<file path="src/rtl/multi_wave_pwm_pkg.sv">
// Shared mode encodings and dither LFSR constants for multi_wave_pwm.
// Latency: n/a (constants only).
// Backpressure: n/a.
package multi_wave_pwm_pkg;

  localparam logic [2:0] MODE_SIN = 3'd0;
  localparam logic [2:0] MODE_COS = 3'd1;
  localparam logic [2:0] MODE_SAW = 3'd2;
  localparam logic [2:0] MODE_TRI = 3'd3;
  localparam logic [2:0] MODE_SQR = 3'd4;
  localparam logic [2:0] MODE_MID = 3'd5;
  localparam logic [2:0] MODE_OFF = 3'd6;

  // Fibonacci taps 16,14,13,11 expressed as bit positions 15,13,12,10.
  localparam logic [15:0] LFSR_SEED = 16'hACE1;
  localparam logic [15:0] LFSR_TAPS = 16'hB400;

endpackage

</file>
<file path="src/rtl/pwm_channel.sv">
// One PWM channel: waveform select, amplitude shift, offset-binary duty, compare, activity LED.
// Latency: duty loads on the period-boundary edge; pwm_out trails the counter by one cycle.
// Backpressure: none; inputs are sampled only at the load edge.
module pwm_channel
  import multi_wave_pwm_pkg::*;
#(
  parameter int PWM_BITS = 8,
  parameter int LED_DIV  = 10
) (
  input  logic                clock,
  input  logic                resetn,
  input  logic                load,
  input  logic [PWM_BITS-1:0] cnt,
  input  logic [PWM_BITS-1:0] sin_top,
  input  logic [PWM_BITS-1:0] cos_top,
  input  logic [PWM_BITS:0]   phase_top,
  input  logic [2:0]          mode,
  input  logic [1:0]          amp_shift,
  input  logic                dither,
  output logic                pwm_out,
  output logic                pwm_led
);

  logic [PWM_BITS-1:0] duty_q, duty_d;
  logic [LED_DIV-1:0]  led_cnt_q, led_cnt_d;
  logic                pwm_out_q, pwm_out_d;
  logic                pwm_led_q, pwm_led_d;

  logic signed [PWM_BITS-1:0] sel;
  logic signed [PWM_BITS-1:0] shifted;
  logic [PWM_BITS-1:0]        tri_lo;
  logic [PWM_BITS-1:0]        duty_next;
  logic [PWM_BITS:0]          sum;
  logic [PWM_BITS-1:0]        duty_new;

  always_comb begin
    sel     = (mode == MODE_COS) ? cos_top : sin_top;
    shifted = sel >>> amp_shift;
    tri_lo  = phase_top[PWM_BITS-1:0];

    case (mode)
      MODE_SIN, MODE_COS: duty_next = {~shifted[PWM_BITS-1], shifted[PWM_BITS-2:0]};
      MODE_SAW:           duty_next = phase_top[PWM_BITS:1];
      MODE_TRI:           duty_next = phase_top[PWM_BITS] ? ~tri_lo : tri_lo;
      MODE_SQR:           duty_next = {PWM_BITS{phase_top[PWM_BITS]}};
      MODE_MID:           duty_next = {1'b1, {(PWM_BITS-1){1'b0}}};
      default:            duty_next = '0;
    endcase

    // Dither saturates at full scale and never lifts a zero duty.
    sum = {1'b0, duty_next} + (PWM_BITS+1)'(dither);
    if (duty_next == '0) begin
      duty_new = '0;
    end else if (sum[PWM_BITS]) begin
      duty_new = '1;
    end else begin
      duty_new = sum[PWM_BITS-1:0];
    end

    duty_d    = load ? duty_new : duty_q;
    pwm_out_d = (cnt < duty_q);

    led_cnt_d = led_cnt_q;
    pwm_led_d = pwm_led_q;
    if (load && (duty_new != '0)) begin
      led_cnt_d = led_cnt_q + LED_DIV'(1);
      if (led_cnt_q == {LED_DIV{1'b1}}) begin
        pwm_led_d = ~pwm_led_q;
      end
    end
  end

  always_ff @(posedge clock or negedge resetn) begin
    if (!resetn) begin
      duty_q    <= '0;
      led_cnt_q <= '0;
      pwm_out_q <= 1'b0;
      pwm_led_q <= 1'b0;
    end else begin
      duty_q    <= duty_d;
      led_cnt_q <= led_cnt_d;
      pwm_out_q <= pwm_out_d;
      pwm_led_q <= pwm_led_d;
    end
  end

  assign pwm_out = pwm_out_q;
  assign pwm_led = pwm_led_q;

endmodule

</file>
<file path="src/rtl/multi_wave_pwm.sv">
// Multi-channel PWM front end for CORDIC sin/cos plus phase-accumulator shapes; optional dither via MULTI_WAVE_PWM_DITHER_EN.
// Latency: duty loads when the counter wraps; pwm_out is registered one cycle behind the counter.
// Backpressure: none; sample_valid is a strobe and is always accepted.
module multi_wave_pwm
  import multi_wave_pwm_pkg::*;
#(
  parameter int WIDTH      = 12,
  parameter int PWM_BITS   = 8,
  parameter int CH         = 2,
  parameter int FREQ_WIDTH = 16,
  parameter int LED_DIV    = 10
) (
  input  logic                  clock,
  input  logic                  resetn,
  input  logic [FREQ_WIDTH-1:0] freq,
  input  logic [WIDTH-1:0]      sin_in,
  input  logic [WIDTH-1:0]      cos_in,
  input  logic                  sample_valid,
  input  logic [3*CH-1:0]       mode,
  input  logic [2*CH-1:0]       amp_shift,
  output logic [CH-1:0]         pwm_out,
  output logic [CH-1:0]         pwm_led,
  output logic                  period_tick
);

  logic [PWM_BITS-1:0]   cnt_q, cnt_d;
  logic [FREQ_WIDTH-1:0] phase_q, phase_d;
  logic [WIDTH-1:0]      sin_h_q, sin_h_d;
  logic [WIDTH-1:0]      cos_h_q, cos_h_d;
  logic                  period_tick_q, period_tick_d;
  logic                  load;
  logic [CH-1:0]         dither;

  // Channels load from phase/samples as they stand before this edge's updates.
  always_comb begin
    load          = (cnt_q == {PWM_BITS{1'b1}});
    cnt_d         = cnt_q + PWM_BITS'(1);
    phase_d       = load ? (phase_q + freq) : phase_q;
    sin_h_d       = sample_valid ? sin_in : sin_h_q;
    cos_h_d       = sample_valid ? cos_in : cos_h_q;
    period_tick_d = load;
  end

  always_ff @(posedge clock or negedge resetn) begin
    if (!resetn) begin
      cnt_q         <= '0;
      phase_q       <= '0;
      sin_h_q       <= '0;
      cos_h_q       <= '0;
      period_tick_q <= 1'b0;
    end else begin
      cnt_q         <= cnt_d;
      phase_q       <= phase_d;
      sin_h_q       <= sin_h_d;
      cos_h_q       <= cos_h_d;
      period_tick_q <= period_tick_d;
    end
  end

  assign period_tick = period_tick_q;

`ifdef MULTI_WAVE_PWM_DITHER_EN
  logic [15:0] lfsr_q, lfsr_d;

  always_comb begin
    lfsr_d = lfsr_q;
    if (period_tick_q) begin
      lfsr_d = {lfsr_q[14:0], ^(lfsr_q & LFSR_TAPS)};
    end
  end

  always_ff @(posedge clock or negedge resetn) begin
    if (!resetn) begin
      lfsr_q <= LFSR_SEED;
    end else begin
      lfsr_q <= lfsr_d;
    end
  end

  for (genvar c = 0; c < CH; c++) begin : g_dither
    assign dither[c] = lfsr_q[c % 16];
  end
`else
  assign dither = '0;
`endif

  // Only the top PWM_BITS of each held sample reach the duty path.
  if (WIDTH > PWM_BITS) begin : g_lsb_sink
    logic unused_sample_lsbs;
    assign unused_sample_lsbs = ^{sin_h_q[WIDTH-PWM_BITS-1:0], cos_h_q[WIDTH-PWM_BITS-1:0]};
  end

  for (genvar c = 0; c < CH; c++) begin : g_ch
    pwm_channel #(
      .PWM_BITS (PWM_BITS),
      .LED_DIV  (LED_DIV)
    ) u_ch (
      .clock     (clock),
      .resetn    (resetn),
      .load      (load),
      .cnt       (cnt_q),
      .sin_top   (sin_h_q[WIDTH-1 -: PWM_BITS]),
      .cos_top   (cos_h_q[WIDTH-1 -: PWM_BITS]),
      .phase_top (phase_q[FREQ_WIDTH-1 -: PWM_BITS+1]),
      .mode      (mode[3*c +: 3]),
      .amp_shift (amp_shift[2*c +: 2]),
      .dither    (dither[c]),
      .pwm_out   (pwm_out[c]),
      .pwm_led   (pwm_led[c])
    );
  end

endmodule

</file>
<file path="config.mk">
export PLATFORM = sky130hd
export DESIGN_NAME = multi_wave_pwm
export DESIGN_NICKNAME = d
export VERILOG_FILES = /design/src/rtl/multi_wave_pwm_pkg.sv /design/src/rtl/pwm_channel.sv /design/src/rtl/multi_wave_pwm.sv
export SDC_FILE = /design/constraint.sdc
export NUM_CORES = 1
export LEC_CHECK = 0
export ABC_CLOCK_PERIOD_IN_PS = 2900
export CAP_MARGIN = 20
export CORE_MARGIN = 3
export CORE_UTILIZATION = 50
export CTS_CLUSTER_DIAMETER = 200
export CTS_CLUSTER_SIZE = 10
export DETAILED_ROUTE_END_ITERATION = 10
export DONT_BUFFER_PORTS = 1
export PLACE_DENSITY = 0.74
export SLEW_MARGIN = 40
export SYNTH_ARGS = -nofsm -noshare
export SYNTH_HDL_FRONTEND = slang
export SYNTH_SLANG_ARGS = --single-unit
</file>
<file path="constraint.sdc">
create_clock -name clock -period 2.9 [get_ports clock]
set_input_delay 0.725 -clock clock [delete_from_list [all_inputs] [get_ports clock]]
set_output_delay 0.725 -clock clock [all_outputs]
set_load 0.005 [all_outputs]
</file>
======== Word-level counts from Yosys, hierarchy flattened ========
Cells that the tools add are included.
operators by class
  add/subtract/negate cells ............... 4
  magnitude comparators ................... 2
  eq/ne operators ......................... 13
  shift-type cells ........................ 2
  mux-type cells .......................... 7
  bitwise operators ....................... 5
  reduce and logical (&&, ||, !) cells .... 12
operator list
  kind                   number
  $pmux 8 s5             2
  $mux 8                 5
  $add 10x1->10 const B  2
  $eq 10x10->1 const B   2
  $add 16x16->16         1
  $logic_not 8->1        2
  $lt 8x8->1             2
  $reduce_bool 8->1      2
  $sshr 8x2->8           2
  $eq 3x2->1 const B     4
  $eq 3x3->1 const B     4
  $add 8x1->8 const B    1
  $eq 8x8->1 const B     1
  $not 8->8              1
  $eq 3x1->1 const B     2
  $logic_not 3->1        2
  $not 1->1              4
  $reduce_and 2->1       2
  $reduce_or 2->1        2
  $logic_and 1x1->1      2
word-level totals
  flip-flop bits (word level) ............. 89
  input port bits ......................... 53
  word-level logic and storage cells ...... 58

======== Longest topological paths before layout ========
Gate-level depths: netlist of the first run.
  depth in word-level cells ............... 10
  depth in mapped cells ................... 11
  gate-level depth less buffers ........... 11

======== Cells and area by module ========
From an unflattened synthesis of the first run, not the netlist that was laid out.
unflattened totals
  cells, all modules ...................... 649
  area total of the unflattened synthesis .. 6178.4 sq um
modules (own cells, without submodules)
  module          times used  cells an instance  area an instance (sq um)  sequential area each (sq um)
  pwm_channel     2           217                1958.1                    500.5
  multi_wave_pwm  1           215                2262.2                    1026.0

======== Worst setup path before layout of the first run ========
OpenSTA, ideal clock, no wires.
  path type ............................... input -> register
  start ................................... input mode[1]
  end ..................................... register g_ch[0].u_ch.led_cnt_q[1]
  library setup time ...................... 0.125 ns
  data arrival time ....................... 2.999 ns
  data required time ...................... 2.775 ns
  slack ................................... -0.224 ns
  cell stages on the path ................. 11
  path through ............................ buf_2 -> nor3b_2 -> buf_6 -> mux4_2 -> nor3b_1 -> a311oi_2 -> nand4_1 -> or4_1 -> buf_6 -> and2_4 -> mux2_4
on the way
  word-level cells in the longest chain between the ends .. 9
  elaborated cells on any way between the ends .. 15
ends and longest elaborated chain
  item                  line                                  RTL
  start, declared       multi_wave_pwm.sv:19                  input logic [3*CH-1:0] mode,
  $eq 3x1->1            pwm_channel.sv:37, pwm_channel.sv:41
  $mux 8                pwm_channel.sv:37                     sel = (mode == MODE_COS) ? cos_top : sin_top;
  $sshr 8x2->8          pwm_channel.sv:38                     shifted = sel >>> amp_shift;
  $not 1->1             pwm_channel.sv:42                     MODE_SIN, MODE_COS: duty_next = {~shifted[PWM_BITS-1], shifted[PWM_BITS-2:0]};
  $pmux 8 s5 *          pwm_channel.sv:41                     case (mode)
  $logic_not 8->1       pwm_channel.sv:52                     if (duty_next == '0) begin
  $mux 8 *              pwm_channel.sv:52
  $reduce_bool 8->1 *   pwm_channel.sv:65                     if (load && (duty_new != '0)) begin
  $logic_and 1x1->1 *   pwm_channel.sv:65
  end signal, assigned  pwm_channel.sv:81                     led_cnt_q <= led_cnt_d;
  end, declared         pwm_channel.sv:25                     logic [LED_DIV-1:0] led_cnt_q, led_cnt_d;
Mark *: on every way between the ends. The rest lies on a longest branch, timed or not.
A chain may end at the register's enable or synchronous reset.

======== Final worst setup path of the first run ========
  start ................................... input mode[5]
  end ..................................... register g_ch[1].u_ch.led_cnt_q[8]
on the way
  word-level cells in the longest chain between the ends .. 9
  elaborated cells on any way between the ends .. 15
ends and longest elaborated chain
  item                  line
  $eq 3x1->1            pwm_channel.sv:37, pwm_channel.sv:41
  $mux 8                pwm_channel.sv:37
  $sshr 8x2->8          pwm_channel.sv:38
  $not 1->1             pwm_channel.sv:42
  $pmux 8 s5 *          pwm_channel.sv:41
  $logic_not 8->1       pwm_channel.sv:52
  $mux 8 *              pwm_channel.sv:52
  $reduce_bool 8->1 *   pwm_channel.sv:65
  $logic_and 1x1->1 *   pwm_channel.sv:65
  end signal, assigned  pwm_channel.sv:81
  end, declared         pwm_channel.sv:25
Marked as above.

==> reports/metrics.yaml, run 1 <==
finalHoldViolations: 0
dp_hpwl_um: 8649
yosysWarnings: 0
insertion_delay_ps: 370
numCtsBuffers: 9
die-area_mm2: 0.01208
vias: 4194
vdd_drop_max_mv: 0.2836
fin_worst_skew_ps: 10.47
nNetsFinal: 661
wl_per_cell_um: 16.56
gp_congestion: 0.8571
async_flop_share_pct: 100.0
cts-htree-levels: 3
crit_path_end_kind: "register"
cts_tree: "done"
layout_commonest_cell: "dfrtp_1"
rows: 37
busiest_layer: "met2"
critPathLaunchType: "input port"
synthTopCellsByArea: "dfrtp_1, ha_1, o21ai_0, mux2i_1, xnor2_1"
routed_wl_um: 11860
fmax_ghz: 0.3624
synth_compound_area_share_pct: 15.45
drv_slew: 0
synth_area_per_cell_um2: 9.730
slowest_stage: "a221oi_1"
grt_use_met1_pct: 26.08
start_util_pct: 51.84
drive_gt1_share_pct: 16.38
critPathKind: "in -> reg"
grt_pass1_wl_um: 19200
synth_flop_cell: "dfrtp_1"
synth_nets: 641
status: "completed"
synth_area_mm2: 0.005400
synth-xor-area-share_pct: 5.839
fp.dieH_um: 109.9
seq_area_frac_synth_pct: 37.53
ys_ff_latch: 81
drt_pre_antenna_iters: 4
rrSetupSlack_ps: 210
min_path_type: "in -> async"
grt_max_degree: 82
crit_path_cell_trace: "nor3b_2 > buf_4 > mux4_2 > a221oi_1 > nand2_1 > nor4_1 > a21oi_1 > buf_4 > and4_1 > xor2_1"
portBuffers: 0
grt_antenna_before_repair: 0
overflow: 0
required_ps: 3160
cp-startpoint: "mode[5]"
total_power_mw: 2.413
arrival_ps: 3020
root_buffer: "clkbuf_8"
layout_common_cells: "dfrtp_1, o21ai_0, nand2_1, buf_4, ha_1"
synth_simple_gate_area_share_pct: 16.91
powerDensity_mw_per_mm2: 406.6
tightest_slew_ps: 515.8
num_io_pins: 58
r2r_start: "phase_q[1]"
tns_ps: 0
crit_top_cell: "buf_4"
synth_cell_types: 60
synth_top_area_share_pct: 37.53
maxSlewHeadroom_pct: 65.61
slowest_delay_ps: 520
final-setup-viol-count: 0
layout_min_cycle_time_ps: 2760
max-clock-path-buffers: 2
fin_crit_sh_pct: 95.16
cap_violations: 0
met2_usage_pct: 33.32
grt_pass1_vias: 4065
vias_per_cell: 5.858
path_max_fanout: 11
synthAdderAreaFrac_pct: 7.785
post_cts_buffers: 0
rsz0062_at_grt: "no"
syn_inst: 555
grt.total_usage_pct: 20.26
syn2layout_area_growth_pct: 9.870
met3_usage_pct: 4.463
synth_top_area_cell: "dfrtp_1"
first_iter_violations: 313
cts.sinks: 81
ant_nets: 0
drcViolationCount: 0
die_w_um: 109.9
muxShareOfSynthArea_pct: 12.19
synth_edf_count: 0
leakage_nw: 2.803
coreArea_mm2: 0.01042
diodes: 0
clkTransAtPathRegs_ps: 90
synth_top_family_by_area: "simple AND/OR/NAND/NOR gates"
## registers in the layout (all words and copies together) (netlist names)
| name | count |
|---|---|
| cos_h_q | 8 |
| phase_q | 16 |
| g_ch.u_ch.led_cnt_q | 20 |
| g_ch.u_ch.pwm_led | 2 |
| sin_h_q | 8 |
| period_tick | 1 |
| g_ch.u_ch.pwm_out | 2 |
| cnt_q | 8 |
| g_ch.u_ch.duty_q | 16 |
## worst max-delay path, delay by kind of cell
family | cells | cell delay (ps)
and+or+nand+nor | 4 | 690
xor gates and xnor gates | 1 | 130
AOI/OAI and AO/OA | 2 | 690
muxes | 1 | 330
buffers and inverters | 2 | 450
## routing by layer
| layer | share of wire (%) | wire [um] | vias to the layer above |
|---|---|---|---|
| met1 | 44 | 5274 | 2049 |
| met5 | 0 | 0 | - |
| met3 | 4.2 | 503 | 15 |
| met2 | 50 | 5891 | 82 |
| met4 | 1.6 | 185 | 0 |
| li1 | - | - | 2048 |
## report_power, final
part | internal, mW | switching [mW] | leakage (nW)
Clock | 0.434 | 0.458 | 0.108
Combinational | 0.192 | 0.150 | 1.79
Sequential | 1.15 | 0.0277 | 0.907
Total | 1.78 | 0.635 | 2.80
## cells by family after synthesis
| logic type | Yosys count |
|---|---|
| simple gates | 171 |
| compound gates | 133 |
| flops | 81 |
| mux | 51 |
| buf+inv | 50 |
| xor+xnor | 36 |
| fa+ha+maj | 33 |
## repair_timing
| action | CTS | global route |
|---|---|---|
| endpoints found under the setup margin | 0 | 2 |
| hold endpoints to repair | 0 | 0 |
| hold buffers | 0 | 0 |
| resized for setup | 0 | 2 |
## cells in the mapped netlist, types with 14 or more instances
master and number:
a21oi_1 26, and3_1 14, clkbuf_1 14, dfrtp_1 81, ha_1 32, inv_1 21, mux2_2 18, mux2i_1 23
nand2_1 49, nand3_1 16, nor2_1 22, o21ai_0 55, xnor2_1 25
## metrics by stage
| stage | worst slack [ps] | hold WS (ps) | instances | cell area [um^2] | util, % |
|---|---|---|---|---|---|
| 3_5_place_dp | -186.1 | 433.6 | 700 | 5717 | 54.88 |
| 6_report | 140.5 | 35.49 | 716 | 5933 | 56.96 |
| 3_3_place_gp | -231.6 | 432.8 | 700 | 5717 | 54.88 |
| 5_1_grt | 15.46 | 13.05 | 716 | 5933 | 56.96 |
| 2_1_floorplan | -167.4 | 429.4 | 555 | 5424 | - |
| 4_1_cts | 103.4 | 22.08 | 716 | 5928 | 56.91 |
## final cells by class
| cell class | instances | area (um^2) |
|---|---|---|
| inverters | 21 | 78.83 |
| clock inverters | 6 | 73.82 |
| flip-flops and latches | 81 | 2027 |
| well taps | 136 | 170.2 |
| clock buffers | 10 | 137.6 |
| multi-input cells | 424 | 3161 |
| fillers | 891 | 4483 |
| repair buffers | 38 | 285.3 |
## path summary, 6_finish.rpt
check | depth (start not counted) | endpoint
max in group asynchronous | 0 | g_ch[1].u_ch.led_cnt_q[1]
min in group clock | 1 | g_ch[1].u_ch.led_cnt_q[6]
worst max register to register | 10 | phase_q[15]
worst max-delay path | 10 | g_ch[1].u_ch.led_cnt_q[8]
worst min-delay path | 0 | period_tick
worst min register to register | 1 | g_ch[1].u_ch.led_cnt_q[6]
Note: power is estimated with default switching activity, not from simulation.
==> run 2: changes to the inputs <==
--- a/config.mk
+++ b/config.mk
@@ -7,9 +7,8 @@
 export LEC_CHECK = 0
 export ABC_CLOCK_PERIOD_IN_PS = 2900
 export CAP_MARGIN = 20
-export CORE_MARGIN = 3
+export CORE_ASPECT_RATIO = 0.8
 export CORE_UTILIZATION = 50
-export CTS_CLUSTER_DIAMETER = 200
 export CTS_CLUSTER_SIZE = 10
 export DETAILED_ROUTE_END_ITERATION = 10
 export DONT_BUFFER_PORTS = 1
==> reports/metrics.yaml, run 2 (same netlist as run 1, synthesis figures left out) <==
fin_worst_skew_ps: 9.459  # -1.011 ps
layout_commonest_cell: "dfrtp_1"
powerDensity_mw_per_mm2: 446.5  # +9.8%
hold_ws_ps: 78.07  # +42.58 ps
portBuffers: 0  # unchanged
nNetsFinal: 664  # +0.45%
critPathLaunchType: "input port"
fmax_ghz: 0.3606  # -0.48%
vias_per_cell: 5.806  # -0.87%
clkTransAtPathRegs_ps: 70  # -20 ps
fin_ws_ps: 127.2  # -13.31 ps
fin_util_pct: 58.57  # +1.6 points
die_w_um: 118.2  # +7.5%
arrival_ps: 3000  # -20 ps
drt_pre_antenna_iters: 5  # +1
largestRegisters: "g_ch.u_ch.led_cnt_q: 20 flops, g_ch.u_ch.duty_q: 16 flops, phase_q: 16 flops"
rrSetupSlack_ps: 200  # about the same
maxSlewHeadroom_pct: 69.20  # +3.6 points
cts.sinks: 81  # unchanged
min_path_type: "in -> async"
root_buffer: "clkbuf_16"
cts_tree: "done"
n_fill_cell: 886  # -0.56%
crit_path_cell_trace: "nor3b_2 > buf_4 > mux2i_2 > mux2i_1 > a221oi_1 > nand4_1 > or4_1 > and2_4 > mux2_4"
fp.dieH_um: 94.96  # -14%
critPathKind: "in -> reg"
status: "completed"
first_iter_violations: 401  # +28%
tightest_slew_ps: 462.0  # -53.88 ps
max-clock-path-buffers: 2  # unchanged
rsz0062_at_grt: "no"
start_util_pct: 52.11  # +0.26 points
insertion_delay_ps: 340  # -30 ps
cts-htree-levels: 3  # unchanged
slowest_delay_ps: 460  # -60 ps
top_register: "g_ch.u_ch.led_cnt_q"
largest_reg_flops: 20  # unchanged
ant_nets: 0  # unchanged
overflow: 0  # unchanged
crit_path_end_kind: "register"
die-area_mm2: 0.01122  # -7.1%
required_ps: 3130  # -30 ps
slowest_stage: "or4_1"
cap_violations: 0  # unchanged
grt_pass1_vias: 4013  # -1.3%
vias: 4198  # +0.095%
rows: 33  # -11%
final-setup-viol-count: 0  # unchanged
grt.total_usage_pct: 21.73  # +1.5 points
finalHoldViolations: 0  # unchanged
gp_congestion: 0.8735  # +1.9%
grt_antenna_before_repair: 0  # unchanged
drcViolationCount: 0  # unchanged
syn2layout_area_growth_pct: 12.40
numCtsBuffers: 9  # unchanged
path_max_fanout: 10  # -1
drv_slew: 0  # unchanged
coreArea_mm2: 0.01036  # -0.50%
diodes: 0  # unchanged
drive_gt1_share_pct: 16.98  # +0.60 points
layout_common_cells: "dfrtp_1, o21ai_0, nand2_1, buf_4, ha_1"
total_power_mw: 2.710  # +12%
grt_pass1_wl_um: 19370  # +0.86%
fin_crit_sh_pct: 95.62  # +0.46 points
num_io_pins: 58  # unchanged
pre_cts_slack_ps: -224.4  # -38.32 ps
layout_min_cycle_time_ps: 2773  # +13.31 ps
tns_ps: 0  # unchanged
grt_max_degree: 82  # unchanged
dp_hpwl_um: 8542  # -1.2%
wl_per_cell_um: 15.99  # -3.4%
vdd_drop_max_mv: 0.3233  # +14%
leakage_nw: 2.863  # +2.2%
routed_wl_um: 11560  # -2.5%
## run 2: cell count changes in the layout (fill, tap and decap cells not counted)
| cell | delta |
|---|---|
| a221oi_1 | -1 |
| a221oi_2 | +1 |
| buf_4 | +3 |
| clkbuf_16 | +9 |
| clkbuf_8 | -10 |
| clkinv_8 | +1 |
| clkinvlp_4 | +1 |
| inv_6 | -1 |
## run 2: metal layers
metal,up-vias,GRT usage (%),wire length [um]
li1,2060,-,-
met1,2026,29.86,5467
met2,102,34.12,5429
met3,10,5.616,522
met4,0,5.769,139
met5,-,0,0
## run 2: final cells by class
type	count	area [um^2]	share of cell area [%]
multi-input cells	424	3167	52.17
flip-flops and latches	81	2027	33.40
repair buffers	41	307.8	5.071
clock buffers	9	225.2	3.711
well taps	140	175.2	2.886
clock inverters	7	88.84	1.464
inverters	21	78.83	1.299
## run 2: worst max-delay path, delay by kind of cell
| kind | cells | cell delay (ps) |
|---|---|---|
| muxes | 3 | 740 |
| and+or+nand+nor | 4 | 930 |
| AOI/OAI and AO/OA | 1 | 400 |
| buffers and inverters | 1 | 210 |
## run 2: where the power goes
| part | leakage [nW] | total (mW) | switching, mW | internal [mW] |
|---|---|---|---|---|
| clock | 0.149 | 1.18 | 0.497 | 0.683 |
| sequential | 0.907 | 1.18 | 0.0275 | 1.15 |
| combinational | 1.81 | 0.349 | 0.152 | 0.197 |
## run 2: final timing paths
check | start | endpoint | cells past startpoint
max | mode[1] | g_ch[0].u_ch.led_cnt_q[1] | 9
min | resetn | g_ch[0].u_ch.duty_q[3] | 0
max reg2reg | phase_q[1] | phase_q[15] | 10
min reg2reg | g_ch[1].u_ch.led_cnt_q[5] | g_ch[1].u_ch.led_cnt_q[5] | 1
max in group asynchronous | resetn | sin_h_q[8] | 0
min in group clock | g_ch[1].u_ch.led_cnt_q[5] | g_ch[1].u_ch.led_cnt_q[5] | 1
## run 2: what timing repair did
item / in CTS / in global routing
resized for setup: 0 / 3
setup endpoints to repair: 0 / 3
setup buffers: 0 / 0
hold endpoints to repair: 0 / 0
hold buffers: 0 / 0
## run 2: stage by stage
stage | cells | instance area, um^2
finish | 723 | 6070
global route | 723 | 6070
CTS | 723 | 6058
detailed placement | 707 | 5744
global placement | 707 | 5744
floorplan | 555 | 5424
==> run 3: changes to the inputs <==
--- a/config.mk
+++ b/config.mk
@@ -9,9 +9,11 @@
 export CAP_MARGIN = 20
 export CORE_ASPECT_RATIO = 0.8
 export CORE_UTILIZATION = 50
+export CTS_BUF_LIST = sky130_fd_sc_hd__clkbuf_8
 export CTS_CLUSTER_SIZE = 10
 export DETAILED_ROUTE_END_ITERATION = 10
 export DONT_BUFFER_PORTS = 1
+export MAX_ROUTING_LAYER = met4
 export PLACE_DENSITY = 0.74
 export SLEW_MARGIN = 40
 export SYNTH_ARGS = -nofsm -noshare
==> reports/metrics.yaml, run 3 (same netlist as run 1, synthesis figures left out) <==
leakage_nw: 2.834  # -1.0%
path_max_fanout: 10  # unchanged
p_int_mw: 1.767  # -13%
rsz0062_at_grt: "no"
start_util_pct: 52.11  # unchanged
num_io_pins: 58  # unchanged
grt_pass1_vias: 3993  # -0.50%
max-clock-path-buffers: 2  # unchanged
die-area_mm2: 0.01122  # unchanged
overflow: 0  # unchanged
total_power_mw: 2.418  # -11%
clkTransAtPathRegs_ps: 100  # +30 ps
dp_hpwl_um: 8667  # +1.5%
dp.cells: 710  # +0.42%
p_switching_mw: 0.6508  # -3.9%
grt_max_degree: 82  # unchanged
largestRegisters: "g_ch.u_ch.led_cnt_q: 20 flops, g_ch.u_ch.duty_q: 16 flops, phase_q: 16 flops"
finalHoldViolations: 0  # unchanged
drt_pre_antenna_iters: 5  # unchanged
status: "completed"
required_ps: 3180  # +50 ps
drive_gt1_share_pct: 17.41  # +0.43 points
p_sw_share_pct: 26.92  # +1.9 points
powerDensity_mw_per_mm2: 403.8  # -9.6%
grt_pass1_wl_um: 19570  # +1.0%
vdd_drop_max_mv: 0.2764  # -15%
portBuffers: 0  # unchanged
crit_path_cell_trace: "nor3b_2 > buf_4 > mux2i_1 > mux2i_1 > a221oi_1 > nand4_1 > or4_1 > and2_4 > mux2_4"
fp.dieH_um: 94.96  # unchanged
wl_per_cell_um: 16.25  # +1.7%
slowest_stage: "or4_1"
p_comb_share_pct: 14.6  # +1.7 points
grt.total_usage_pct: 22.84  # +1.1 points
vias: 4183  # -0.36%
ant_nets: 0  # unchanged
numCtsBuffers: 9  # unchanged
diodes: 0  # unchanged
coreArea_mm2: 0.01036  # unchanged
maxSlewHeadroom_pct: 68.89  # -0.31 points
grt_antenna_before_repair: 0  # unchanged
top_register: "g_ch.u_ch.led_cnt_q"
clkPwrFrac_pct: 36.6  # -7.0 points
fin_worst_skew_ps: 14.57  # +5.113 ps
fmax_ghz: 0.3577  # -0.82%
die_w_um: 118.2  # unchanged
post_cts_buffers: 0  # unchanged
largest_reg_flops: 20  # unchanged
layout_min_cycle_time_ps: 2796  # +23.07 ps
critPathLaunchType: "input port"
placed_cell_area_mm2: 0.005767  # +0.39%
tns_ps: 0  # unchanged
crit_path_end_kind: "register"
final-setup-viol-count: 0  # unchanged
arrival_ps: 3070  # +70 ps
insertion_delay_ps: 380  # +40 ps
drcViolationCount: 0  # unchanged
pwr-share-seq_pct: 48.8  # +5.2 points
routed_wl_um: 11800  # +2.1%
min_path_type: "in -> async"
drv_slew: 0  # unchanged
fin_crit_sh_pct: 96.41  # +0.80 points
syn2layout_area_growth_pct: 10.87
root_buffer: "clkbuf_8"
rows: 33  # unchanged
slowest_delay_ps: 460  # about the same
cap_violations: 0  # unchanged
stdcell_area_mm2: 0.005987  # -1.4%
layout.cells.non_filler: 726  # +0.41%
first_iter_violations: 398  # -0.75%
cts.sinks: 81  # unchanged
tightest_slew_ps: 466.7  # +4.716 ps
layout_common_cells: "dfrtp_1, o21ai_0, nand2_1, buf_4, ha_1"
vias_per_cell: 5.762  # -0.77%
cts-htree-levels: 3  # unchanged
layout_commonest_cell: "dfrtp_1"
cts_tree: "done"
gp_congestion: 0.8856  # +1.4%
nNetsFinal: 667  # +0.45%
crit_top_cell: "mux2i_1"
fin_util_pct: 57.77  # -0.80 points
critPathKind: "in -> reg"
-- run 3: final timing paths --
| check | from | to | slack (ps) | cells past startpoint |
|---|---|---|---|---|
| worst max-delay path | mode[1] | g_ch[0].u_ch.led_cnt_q[1] | 100 | 9 |
| worst min-delay path | resetn | g_ch[0].u_ch.duty_q[3] | 30 | 0 |
| worst max register to register | phase_q[1] | phase_q[15] | 240 | 10 |
| worst min register to register | g_ch[1].u_ch.led_cnt_q[9] | g_ch[1].u_ch.led_cnt_q[9] | 480 | 1 |
| max in group asynchronous | resetn | cos_h_q[9] | 2740 | 0 |
| min in group clock | g_ch[1].u_ch.led_cnt_q[9] | g_ch[1].u_ch.led_cnt_q[9] | 480 | 1 |
-- run 3: worst max-delay path: cells and delay by family --
| family | cells | cell delay, ps |
|---|---|---|
| compound gates | 1 | 410 |
| buf+inv | 1 | 210 |
| mux | 3 | 790 |
| simple gates | 4 | 940 |
-- run 3: final cells by class --
cell class              instances  area (um^2)
flip-flops and latches         81         2027
multi-input cells             424         3167
repair buffers                 44        330.3
clock buffers                   9        123.9
fillers                       886         4377
well taps                     140        175.2
inverters                      21        78.83
clock inverters                 7        85.08
-- run 3: power groups by stage --
stage / clock network [mW] / logic, mW / registers, mW
after floorplan: 0 / 0.261 / 1.19
after global placement: 0 / 0.333 / 1.20
after detailed placement: 0 / 0.344 / 1.20
after CTS: 0.911 / 0.345 / 1.18
after global routing: 0.961 / 0.381 / 1.18
final: 0.886 / 0.352 / 1.18
-- run 3: per-stage QoR --
stage                     worst slack [ps]  hold slack [ps]
after detailed placement            -223.4            434.1
after CTS                            112.6            17.34
after floorplan                     -167.4            429.4
after global placement              -225.3            433.9
final                                104.1            32.62
after global routing                 29.54            7.910
-- run 3: repair_timing --
action,in CTS,in global routing
endpoints found under the setup margin,0,3
resized for setup,0,3
hold buffers,0,0
-- run 3: layer usage --
layer	up-vias	wire length, um	global-route usage [%]
met3	10	457	4.650
met5	-	0	-
met2	103	5597	35.78
li1	2063	-	-
met1	2007	5631	30.00
met4	0	113	6.838
